### config.mk
export PLATFORM = sky130hd
export DESIGN_NAME = core_pipe_mem
export DESIGN_NICKNAME = d
export VERILOG_FILES = /design/src/rtl/core_pipe_mem_pkg.sv /design/src/rtl/core_pipe_mem_align.sv /design/src/rtl/core_pipe_mem.sv
export SDC_FILE = /design/constraint.sdc
export NUM_CORES = 2
export LEC_CHECK = 0
export CAP_MARGIN = 15
export CORE_MARGIN = 1
export CORE_UTILIZATION = 29
export CTS_CLUSTER_SIZE = 16
export DETAILED_ROUTE_END_ITERATION = 10
export DONT_BUFFER_PORTS = 1
export PLACE_DENSITY = 0.43
export SETUP_SLACK_MARGIN = 0.02
export SLEW_MARGIN = 20
export SYNTH_ARGS = -nofsm -noshare
export SYNTH_HDL_FRONTEND = slang
export SYNTH_SLANG_ARGS = --single-unit
### constraint.sdc
create_clock -name g_clk -period 2.94 [get_ports g_clk]
set_input_delay 0.294 -clock g_clk [delete_from_list [all_inputs] [get_ports g_clk]]
set_output_delay 0.294 -clock g_clk [all_outputs]
set_load 0.05 [all_outputs]
### src/rtl/core_pipe_mem_pkg.sv
// Shared types and constants for the memory stage: LSU op layout, trap causes,
// FSM states and the record carried from the s2 buffer into the s3 register.
package core_pipe_mem_pkg;
   localparam int XLEN       = 64;
   localparam int MEM_ADDR_W = 64;
   localparam int LSU_OP_W   = 5;
   localparam int CSR_OP_W   = 3;
   localparam int CFU_OP_W   = 3;
   localparam int WB_OP_W    = 2;

   // lsu_op = {load, store, size[1:0], unsigned}; size 0=byte 1=half 2=word 3=double
   localparam int LSU_OP_LOAD    = 4;
   localparam int LSU_OP_STORE   = 3;
   localparam int LSU_OP_SIZE_HI = 2;
   localparam int LSU_OP_SIZE_LO = 1;
   localparam int LSU_OP_UNS     = 0;

   localparam logic [4:0] CAUSE_LDMA = 5'd4;
   localparam logic [4:0] CAUSE_STMA = 5'd6;

   typedef enum logic [1:0] {
      ST_EMPTY = 2'd0,
      ST_HOLD  = 2'd1,
      ST_REQ   = 2'd2
   } state_e;

   typedef struct packed {
      logic [XLEN-1:0]     pc;
      logic [XLEN-1:0]     n_pc;
      logic [31:0]         instr;
      logic [XLEN-1:0]     wdata;
      logic [XLEN-1:0]     rs2;
      logic [4:0]          rd;
      logic [LSU_OP_W-1:0] lsu_op;
      logic [CSR_OP_W-1:0] csr_op;
      logic [CFU_OP_W-1:0] cfu_op;
      logic [WB_OP_W-1:0]  wb_op;
      logic [11:0]         csr_addr;
      logic                trap;
   } mem_instr_t;
endpackage

### src/rtl/core_pipe_mem_align.sv
// Store alignment: byte strobes, lane-shifted store data and misalignment
// detection from the access size and low address bits.
module core_pipe_mem_align
   import core_pipe_mem_pkg::*;
(
   input  logic            i_load,
   input  logic            i_store,
   input  logic [1:0]      i_size,
   input  logic [2:0]      i_addr,
   input  logic [XLEN-1:0] i_rs2,
   output logic [7:0]      o_strb,
   output logic [XLEN-1:0] o_wdata,
   output logic            o_misalign
);

   logic [7:0] w_base;
   logic       w_bad;

   always_comb begin
      w_base = 8'h01;
      w_bad  = 1'b0;
      case (i_size)
         2'd0: begin w_base = 8'h01; w_bad = 1'b0;          end
         2'd1: begin w_base = 8'h03; w_bad = i_addr[0];     end
         2'd2: begin w_base = 8'h0F; w_bad = |i_addr[1:0]; end
         2'd3: begin w_base = 8'hFF; w_bad = |i_addr;       end
         default: ;
      endcase
      // Bytes shifted past lane 7 are dropped; misaligned accesses never issue anyway.
      o_strb     = w_base << i_addr;
      o_wdata    = i_rs2 << {i_addr, 3'b000};
      o_misalign = w_bad & (i_load | i_store);
   end

endmodule

### src/rtl/core_pipe_mem.sv
// Memory stage between execute and writeback: one-entry buffer, dmem req/gnt
// issue, misalignment traps and the s3 pipeline register.
module core_pipe_mem
   import core_pipe_mem_pkg::*;
(
   input  logic                  g_clk,
   input  logic                  g_reset,
   input  logic                  s2_flush,
   input  logic                  s2_valid,
   output logic                  s2_ready,
   input  logic [XLEN-1:0]       s2_pc,
   input  logic [XLEN-1:0]       s2_n_pc,
   input  logic [31:0]           s2_instr,
   input  logic [XLEN-1:0]       s2_wdata,
   input  logic [XLEN-1:0]       s2_rs2,
   input  logic [4:0]            s2_rd,
   input  logic [LSU_OP_W-1:0]   s2_lsu_op,
   input  logic [CSR_OP_W-1:0]   s2_csr_op,
   input  logic [CFU_OP_W-1:0]   s2_cfu_op,
   input  logic [WB_OP_W-1:0]    s2_wb_op,
   input  logic [11:0]           s2_csr_addr,
   input  logic                  s2_trap,
   output logic                  s3_valid,
   input  logic                  s3_ready,
   output logic                  s3_full,
   output logic [XLEN-1:0]       s3_pc,
   output logic [XLEN-1:0]       s3_n_pc,
   output logic [31:0]           s3_instr,
   output logic [XLEN-1:0]       s3_wdata,
   output logic [XLEN-1:0]       s3_rs2,
   output logic [4:0]            s3_rd,
   output logic [LSU_OP_W-1:0]   s3_lsu_op,
   output logic [CSR_OP_W-1:0]   s3_csr_op,
   output logic [CFU_OP_W-1:0]   s3_cfu_op,
   output logic [WB_OP_W-1:0]    s3_wb_op,
   output logic [11:0]           s3_csr_addr,
   output logic                  s3_trap,
   output logic                  dmem_req,
   output logic [MEM_ADDR_W-1:0] dmem_addr,
   output logic                  dmem_wen,
   output logic [7:0]            dmem_strb,
   output logic [XLEN-1:0]       dmem_wdata,
   input  logic                  dmem_gnt
);

   state_e          r_state, w_state_nxt, w_acc_state;
   mem_instr_t      r_buf, r_s3, w_new;
   logic [7:0]      r_strb, w_strb;
   logic [XLEN-1:0] r_wdata_al, w_wdata_al;
   logic            r_s3_full;
   logic            w_misalign, w_is_lsu, w_fire, w_accept, w_s3_valid;

   core_pipe_mem_align u_align (
      .i_load     (s2_lsu_op[LSU_OP_LOAD]),
      .i_store    (s2_lsu_op[LSU_OP_STORE]),
      .i_size     (s2_lsu_op[LSU_OP_SIZE_HI:LSU_OP_SIZE_LO]),
      .i_addr     (s2_wdata[2:0]),
      .i_rs2      (s2_rs2),
      .o_strb     (w_strb),
      .o_wdata    (w_wdata_al),
      .o_misalign (w_misalign)
   );

   assign w_is_lsu   = s2_lsu_op[LSU_OP_LOAD] | s2_lsu_op[LSU_OP_STORE];
   assign w_s3_valid = (r_state == ST_HOLD) || ((r_state == ST_REQ) && dmem_gnt);
   assign w_fire     = w_s3_valid && s3_ready;
   assign s2_ready   = (r_state == ST_EMPTY) || w_fire;
   assign w_accept   = s2_valid && s2_ready && !s2_flush;

   // An upstream trap keeps its own cause; only clean LSU ops can raise a misalign trap.
   always_comb begin
      w_new = '{pc: s2_pc, n_pc: s2_n_pc, instr: s2_instr, wdata: s2_wdata, rs2: s2_rs2,
                rd: s2_rd, lsu_op: s2_lsu_op, csr_op: s2_csr_op, cfu_op: s2_cfu_op,
                wb_op: s2_wb_op, csr_addr: s2_csr_addr, trap: s2_trap};
      w_acc_state = ST_HOLD;
      if (!s2_trap && w_misalign) begin
         w_new.trap = 1'b1;
         w_new.rd   = s2_lsu_op[LSU_OP_LOAD] ? CAUSE_LDMA : CAUSE_STMA;
      end else if (!s2_trap && w_is_lsu) begin
         w_acc_state = ST_REQ;
      end
   end

   always_comb begin
      w_state_nxt = r_state;
      if (s2_flush) begin
         w_state_nxt = ST_EMPTY;
      end else begin
         case (r_state)
            ST_EMPTY: if (w_accept) w_state_nxt = w_acc_state;
            ST_HOLD, ST_REQ:
               if (w_fire) w_state_nxt = w_accept ? w_acc_state : ST_EMPTY;
            default: w_state_nxt = ST_EMPTY;
         endcase
      end
   end

   always_ff @(posedge g_clk) begin
      if (g_reset) begin
         r_state    <= ST_EMPTY;
         r_buf      <= '0;
         r_strb     <= '0;
         r_wdata_al <= '0;
         r_s3       <= '0;
         r_s3_full  <= 1'b0;
      end else begin
         r_state <= w_state_nxt;
         if (w_accept) begin
            r_buf      <= w_new;
            r_strb     <= w_strb;
            r_wdata_al <= w_wdata_al;
         end
         if (s2_flush) begin
            r_s3_full <= 1'b0;
         end else if (w_fire) begin
            r_s3      <= r_buf;
            r_s3_full <= 1'b1;
         end
      end
   end

   assign s3_valid    = w_s3_valid;
   assign s3_full     = r_s3_full;
   assign dmem_req    = (r_state == ST_REQ) && s3_ready;
   assign dmem_addr   = {r_buf.wdata[XLEN-1:3], 3'b000};
   assign dmem_wen    = r_buf.lsu_op[LSU_OP_STORE];
   assign dmem_strb   = r_strb;
   assign dmem_wdata  = r_wdata_al;

   assign s3_pc       = r_s3.pc;
   assign s3_n_pc     = r_s3.n_pc;
   assign s3_instr    = r_s3.instr;
   assign s3_wdata    = r_s3.wdata;
   assign s3_rs2      = r_s3.rs2;
   assign s3_rd       = r_s3.rd;
   assign s3_lsu_op   = r_s3.lsu_op;
   assign s3_csr_op   = r_s3.csr_op;
   assign s3_cfu_op   = r_s3.cfu_op;
   assign s3_wb_op    = r_s3.wb_op;
   assign s3_csr_addr = r_s3.csr_addr;
   assign s3_trap     = r_s3.trap;

endmodule

==> After elaboration in Yosys (flattened, before gate mapping) <==
Cells that the tools add are included.
{ "op_classes": {"shift": 2, "reduce_logical": 19, "n_eq_ne": 7, "n_bitwise": 3, "n_mux": 11} }
{ "ops": {"columns": ["operator", "count"], "rows": [
  ["64-bit by 6-bit left shift with 64-bit output", 1],
  ["8-bit case mux with 4 select lines", 1],
  ["2-bit 2-to-1 mux", 6],
  ["8-bit by 3-bit left shift with 8-bit output", 1],
  ["1-bit logical AND", 7],
  ["2-bit equality test (second input constant)", 3],
  ["2-bit OR reduction", 3],
  ["5-bit 2-to-1 mux", 1],
  ["2-bit by 1-bit equality test with 1-bit output (second input constant)", 2],
  ["2-bit zero test", 2],
  ["2-bit inequality test (second input constant)", 2],
  ["1-bit case mux with 4 select lines", 1],
  ["2-bit case mux with 2 select lines", 1],
  ["2-bit AND reduction", 2],
  ["3-bit OR reduction", 1],
  ["1-bit zero test", 2],
  ["1-bit logical OR", 2],
  ["1-bit bitwise AND", 1],
  ["1-bit 2-to-1 mux", 1],
  ["1-bit NOT", 1],
  ["1-bit OR", 1]
]} }
{ "totals": {"register_bits": 713, "input_bits": 325} }

==> Logic depth before layout (Yosys ltp) <==
{ "depth": {"depth_word": 10, "depth_mapped": 9, "depth_no_buf": 7} }

==> Cells and area by module <==
From an unflattened synthesis, not the netlist that was laid out.
{ "hier_totals": {"hier_cells": 3436, "hier_area_um2": 26822.0} }
{ "by_module_without_submodules": {"columns": ["module", "seq_area_each_um2", "area_each_um2", "n_inst", "cells_per_inst"], "rows": [
  ["core_pipe_mem", 14273.7, 24996.5, 1, 3179],
  ["core_pipe_mem_align", 0.0, 1825.5, 1, 257]
]} }

==> Worst setup path after synthesis <==
OpenSTA, ideal clock, no wires.
{ "synth_path": {"kind": "register to output", "start": "reg r_state[0]", "end": "out s2_ready", "arrival_time_ns": 1.806, "n_path_buf": 0, "path_slack_ns": 0.840, "stages_incl_launch_ff": 7, "cell_sequence": "dfxtp_1 -> inv_1 -> ha_1 -> a21oi_1 -> inv_1 -> and2_1 -> or2_2"} }
{ "synth_between": {"elab_chain_cells": 5} }
{ "synth_rtl": {"columns": ["item", "line", "rtl"], "rows": [
  ["from (decl)", "core_pipe_mem.sv:46", "state_e r_state, w_state_nxt, w_acc_state;"],
  ["from (signal assigned)", "core_pipe_mem.sv:107", "r_state <= w_state_nxt;"],
  ["2-bit equality test", "core_pipe_mem.sv:65", "assign w_s3_valid = (r_state == ST_HOLD) || ((r_state == ST_REQ) && dmem_gnt);"],
  ["1-bit logical AND", "core_pipe_mem.sv:65", null],
  ["1-bit logical OR *", "core_pipe_mem.sv:65", null],
  ["via s3_valid", "core_pipe_mem.sv:23", "output logic s3_valid,"],
  ["1-bit logical AND *", "core_pipe_mem.sv:66", "assign w_fire = w_s3_valid && s3_ready;"],
  ["1-bit logical OR *", "core_pipe_mem.sv:67", "assign s2_ready = (r_state == ST_EMPTY) || w_fire;"],
  ["to (decl)", "core_pipe_mem.sv:10", "output logic s2_ready,"]
]} }
The timed path passes the listed nets; every way through them passes the cells marked *.

==> Final worst setup path <==
{ "layout_path": {"start": "reg r_state[0]", "end": "reg r_s3, in the netlist s3_instr[6]"} }
{ "layout_between": {"elab_chain_cells": 5} }
{ "layout_rtl": {"columns": ["item", "line", "rtl"], "rows": [
  ["2-bit equality test", "core_pipe_mem.sv:65", null],
  ["1-bit logical AND", "core_pipe_mem.sv:65", null],
  ["1-bit logical OR *", "core_pipe_mem.sv:65", null],
  ["1-bit logical AND *", "core_pipe_mem.sv:66", null],
  ["2-bit AND reduction (no source line) *", null, null],
  ["to (signal assigned)", "core_pipe_mem.sv:116", "r_s3 <= r_buf;"],
  ["to (decl)", "core_pipe_mem.sv:47", "mem_instr_t r_buf, r_s3, w_new;"]
]} }
Mark *: on every way between the ends. The rest lies on a longest branch, timed or not.
A chain may end at the register's enable or synchronous reset.

==> summary.txt <==
Run status
  • Status: finished, final reports clean

Die
  • Placeable Area: about 92000 sq um
  • Die Ht: 306 microns
  • Initial Util: around 29%
  • Num ports: 785
  • Die span in x: slightly above 300 microns
  • DIE AREA: 93700 sq um
  • Row cnt: 111

Timing
  • Final Hold Viols: 0
  • Tightest Pin Transition: 1360 ps
  • Highest clock rate: about 370 MHz
  • Max Clock Skew: 24.3 ps
  • Min cycle time layout: 2730 ps
  • Fin Setup TNS: 0 ps
  • Final critical-path share of the clock period: 93.0%
  • RSZ-0062 raised after global routing: no
  • Min Hold Slack: 48.4 ps
  • Slew headroom: 9.23%
  • Slew Viols, Final: 0
  • Setup Viol. Count Final: 0
  • Final WS setup: 206 ps

Clocking
  • CTS tree: built
  • Clk slew on worst S/H paths: approximately 60 ps
  • # H-tree levels: 3
  • Root Driver: clkbuf_16
  • Clock latency on the worst-skew pair: 650 ps
  • Sink Count: 713
  • Inserted Clock Buffers: 83
  • Clock buffer depth: 3

Logic synthesis
  • Number of flops mapped to enable cells by yosys: 0
  • Most frequent cell after synthesis: nand2_1
  • Async set-or-reset flop fraction in the synthesized netlist: 0%
  • Top cell type's share of synthesized area: 53.2%
  • Average size of a mapped cell: 8.05 sq um
  • Syn Inst Count: around 3300
  • Top_reg_cell synth: dfxtp_1
  • Cell taking the most area after synthesis: dfxtp_1
  • YS warnings: 0
  • Post-synthesis sequential area ratio: 53.2%
  • Yosys reg bits: 713
  • Area contributors post-synth: dfxtp_1 53%, nand2_1 18%, a21oi_1 12%, buf_2 2.7%, mux2i_1 2.5%
  • Most instantiated cells after synthesis: 1294 x nand2_1, 713 x dfxtp_1, 659 x a21oi_1
  • Synth unique cells: 51
  • Mapped Area: 26800 sq um

Drt
  • Drt first pass iters: 7
  • Vias per cell: 4.87
  • DRC: 0
  • Post-Route WL: 109000 microns
  • Routed via count: about 26000
  • Antenna-violating nets left: 0
  • WL/cell: 20.6 microns
  • Iter 0 DRT Violations: 1706

Pwr
  • Flop pwr share: between 40% and 50%
  • Pwr/cell area: 595 nW/um^2
  • P_leak: 15.2 nW
  • P_sw: 5.84 mW
  • Clock power frac: 45.8%
  • Pint: 17.2 mW
  • VDD IR-drop max: ~0.42 mV
  • Combinational share of power: 8.3%
  • Switching Share: about 25%

Worst hold path
  • WHS Path Cells: 4
  • WHS Endpoint: dmem_strb[6]
  • Hold crit path type: in2reg
  • Hold Startpoint: s2_wdata[0]

Global routing
  • GRT Max-Usage Layer: met2
  • Largest net degree at the start of global routing: approximately 570
  • M2 GR Usage: a little under two fifths
  • Vias in the first global route: around 26000
  • GRT Overall Usage: around 22%
  • First-pass GRT wire length: 162000 microns
  • Total grt overflow: 0
  • GR Util met1: 26.1%
  • GR Util met3: 6.89%
  • Initial antenna violation count: 4

Final layout
  • Layout cells sized above 1: around 6.0%
  • Area grow syn2layout: 44.3%
  • Nets: 4341
  • Multi-input gate area: 10800 sq um
  • Fillers: 9446
  • FF+latch area: 14300 sq um
  • Layout Cells excl Fill: 5270

Setup path
  • Worst endpoint data arrival time: 3310 ps
  • R2R depth: 10
  • CP Max Fanout: 61
  • Reg2reg setup slack: 210 ps
  • Critical setup path kind: reg2reg
  • Worst Setup End Kind: flip-flop
  • RR Startpoint: r_state[0]
  • WP data required: 3520 ps
  • R2R Path End: s3_instr[6]
  • Worst Setup Start Kind: flip-flop

Placement
  • RD Place Congestion: 0.814
  • I/O Buffers: 0
  • Dpl cells: 4266
  • Place WS: ~670 ps
  • Hpwl dp: approximately 67000 microns

Run
  • Maxcap violations: 0
## repair_timing
item	4_1_cts	5_1_grt
endpoints found under the hold margin	713	0
endpoints found under the setup margin	0	342
hold buffers	841	0
setup buffers	0	4
gates resized for setup	0	7
## kinds of logic (layout without fill, tap and decap cells)
family                   count (synthesis)  in the layout  share of synthesized area, %
flip-flops                             713            713                          53.2
multiplexers                            86             86                          3.89
other                                    1              7                        0.0140
adder cells (fa/ha/maj)                  4              4                         0.187
AND/OR/NAND/NOR                       1438           1438                          20.8
buffers and inverters                  329           1075                          6.69
AO/OA/AOI/OAI                          761            761                          15.2
## worst max-delay path by stage
stage	start	endpoint	cells after the start
2_1_floorplan	r_state[0]	s2_ready	6
3_3_place_gp	r_state[0]	s3_n_pc[57]	9
3_5_place_dp	r_state[0]	s3_wdata[53]	9
4_1_cts	r_state[0]	s2_ready	6
5_1_grt	r_state[0]	s3_instr[30]	9
6_report	r_state[0]	s3_instr[6]	10
## power groups by stage
| stage | clock [mW] | sequential [mW] | combinational [mW] |
|---|---|---|---|
| 2_1_floorplan | 0 | 10.5 | 1.21 |
| 3_3_place_gp | 0 | 10.8 | 1.10 |
| 3_5_place_dp | 0 | 10.8 | 1.11 |
| 4_1_cts | 10.8 | 10.6 | 1.88 |
| 5_1_grt | 11.2 | 10.6 | 2.08 |
| 6_report | 10.5 | 10.6 | 1.91 |
## through the flow
stage | cell area (sq um) | util [%] | power, mW
after CTS | 38600 | 42.1 | 23.3
after floorplan | 26800 | - | 11.7
after global routing | 38700 | 42.2 | 23.9
after global placement | 27300 | 29.8 | 11.9
final | 38700 | 42.2 | 23.0
after detailed placement | 27300 | 29.8 | 11.9
## layer usage
metal | share of wire (%) | up-vias
met5 | 0 | -
met3 | 8.8 | 200
met4 | 3.7 | 0
li1 | - | 12300
met2 | 48 | 838
met1 | 40 | 12400
## worst max-delay path, cell delays in order, from the launching register on
cell and delay (ps):
dfxtp_1 390, inv_1 80, ha_1 280, a21oi_4 200
inv_1 120, nand3b_4 120, buf_12 220, buf_16 280
nand2_1 100, a21oi_1 180, dlygate4sd3_1 570
## state kept, by name (all words and copies together), names as in the netlist, 3 cells and up
register and flops:
s3_instr 32, s3_rd 5, s3_csr_addr 12, s3_lsu_op 5
dmem_addr 61, s3_wdata 64, s3_rs2 64, dmem_strb 8
s3_n_pc 64, r_buf 257, s3_pc 64, dmem_wdata 64
s3_csr_op 3, s3_cfu_op 3
## cell usage in the layout, fill, tap and decap left out, drive strengths merged, types with 3 or more instances in the layout
master / Yosys / routed
buf: 236 / 73
a22oi: 18 / 18
bufinv: 0 / 4
clkbuf: 86 / 126
nand3b: 5 / 5
or2: 4 / 4
nand2b: 6 / 6
a221oi: 14 / 14
mux4: 14 / 14
mux2: 6 / 6
o2bb2ai: 11 / 11
diode: 0 / 4
mux2i: 66 / 66
dlygate4sd3: 0 / 840
a211oi: 13 / 13
dfxtp: 713 / 713
a311oi: 9 / 9
conb: 1 / 3
nor3: 35 / 35
a21oi: 659 / 659
o22ai: 15 / 15
nand3: 17 / 17
nand2: 1294 / 1294
ha: 4 / 4
a22o: 3 / 3
nor2: 65 / 65
o21ai: 10 / 10
inv: 6 / 12
clkinv: 1 / 18
## layout make-up
| class | count | share of cell area, % |
|---|---|---|
| clock buffer | 124 | 6.45 |
| clock inverter | 29 | 0.776 |
| multi-input combinational | 2292 | 28.0 |
| tap | 1186 | 3.83 |
| inverter | 7 | 0.0679 |
| sequential | 713 | 36.9 |
| timing repair buffer | 915 | 24.0 |
| antenna | 4 | 0.0259 |
Power figures use the tool's default switching activity.
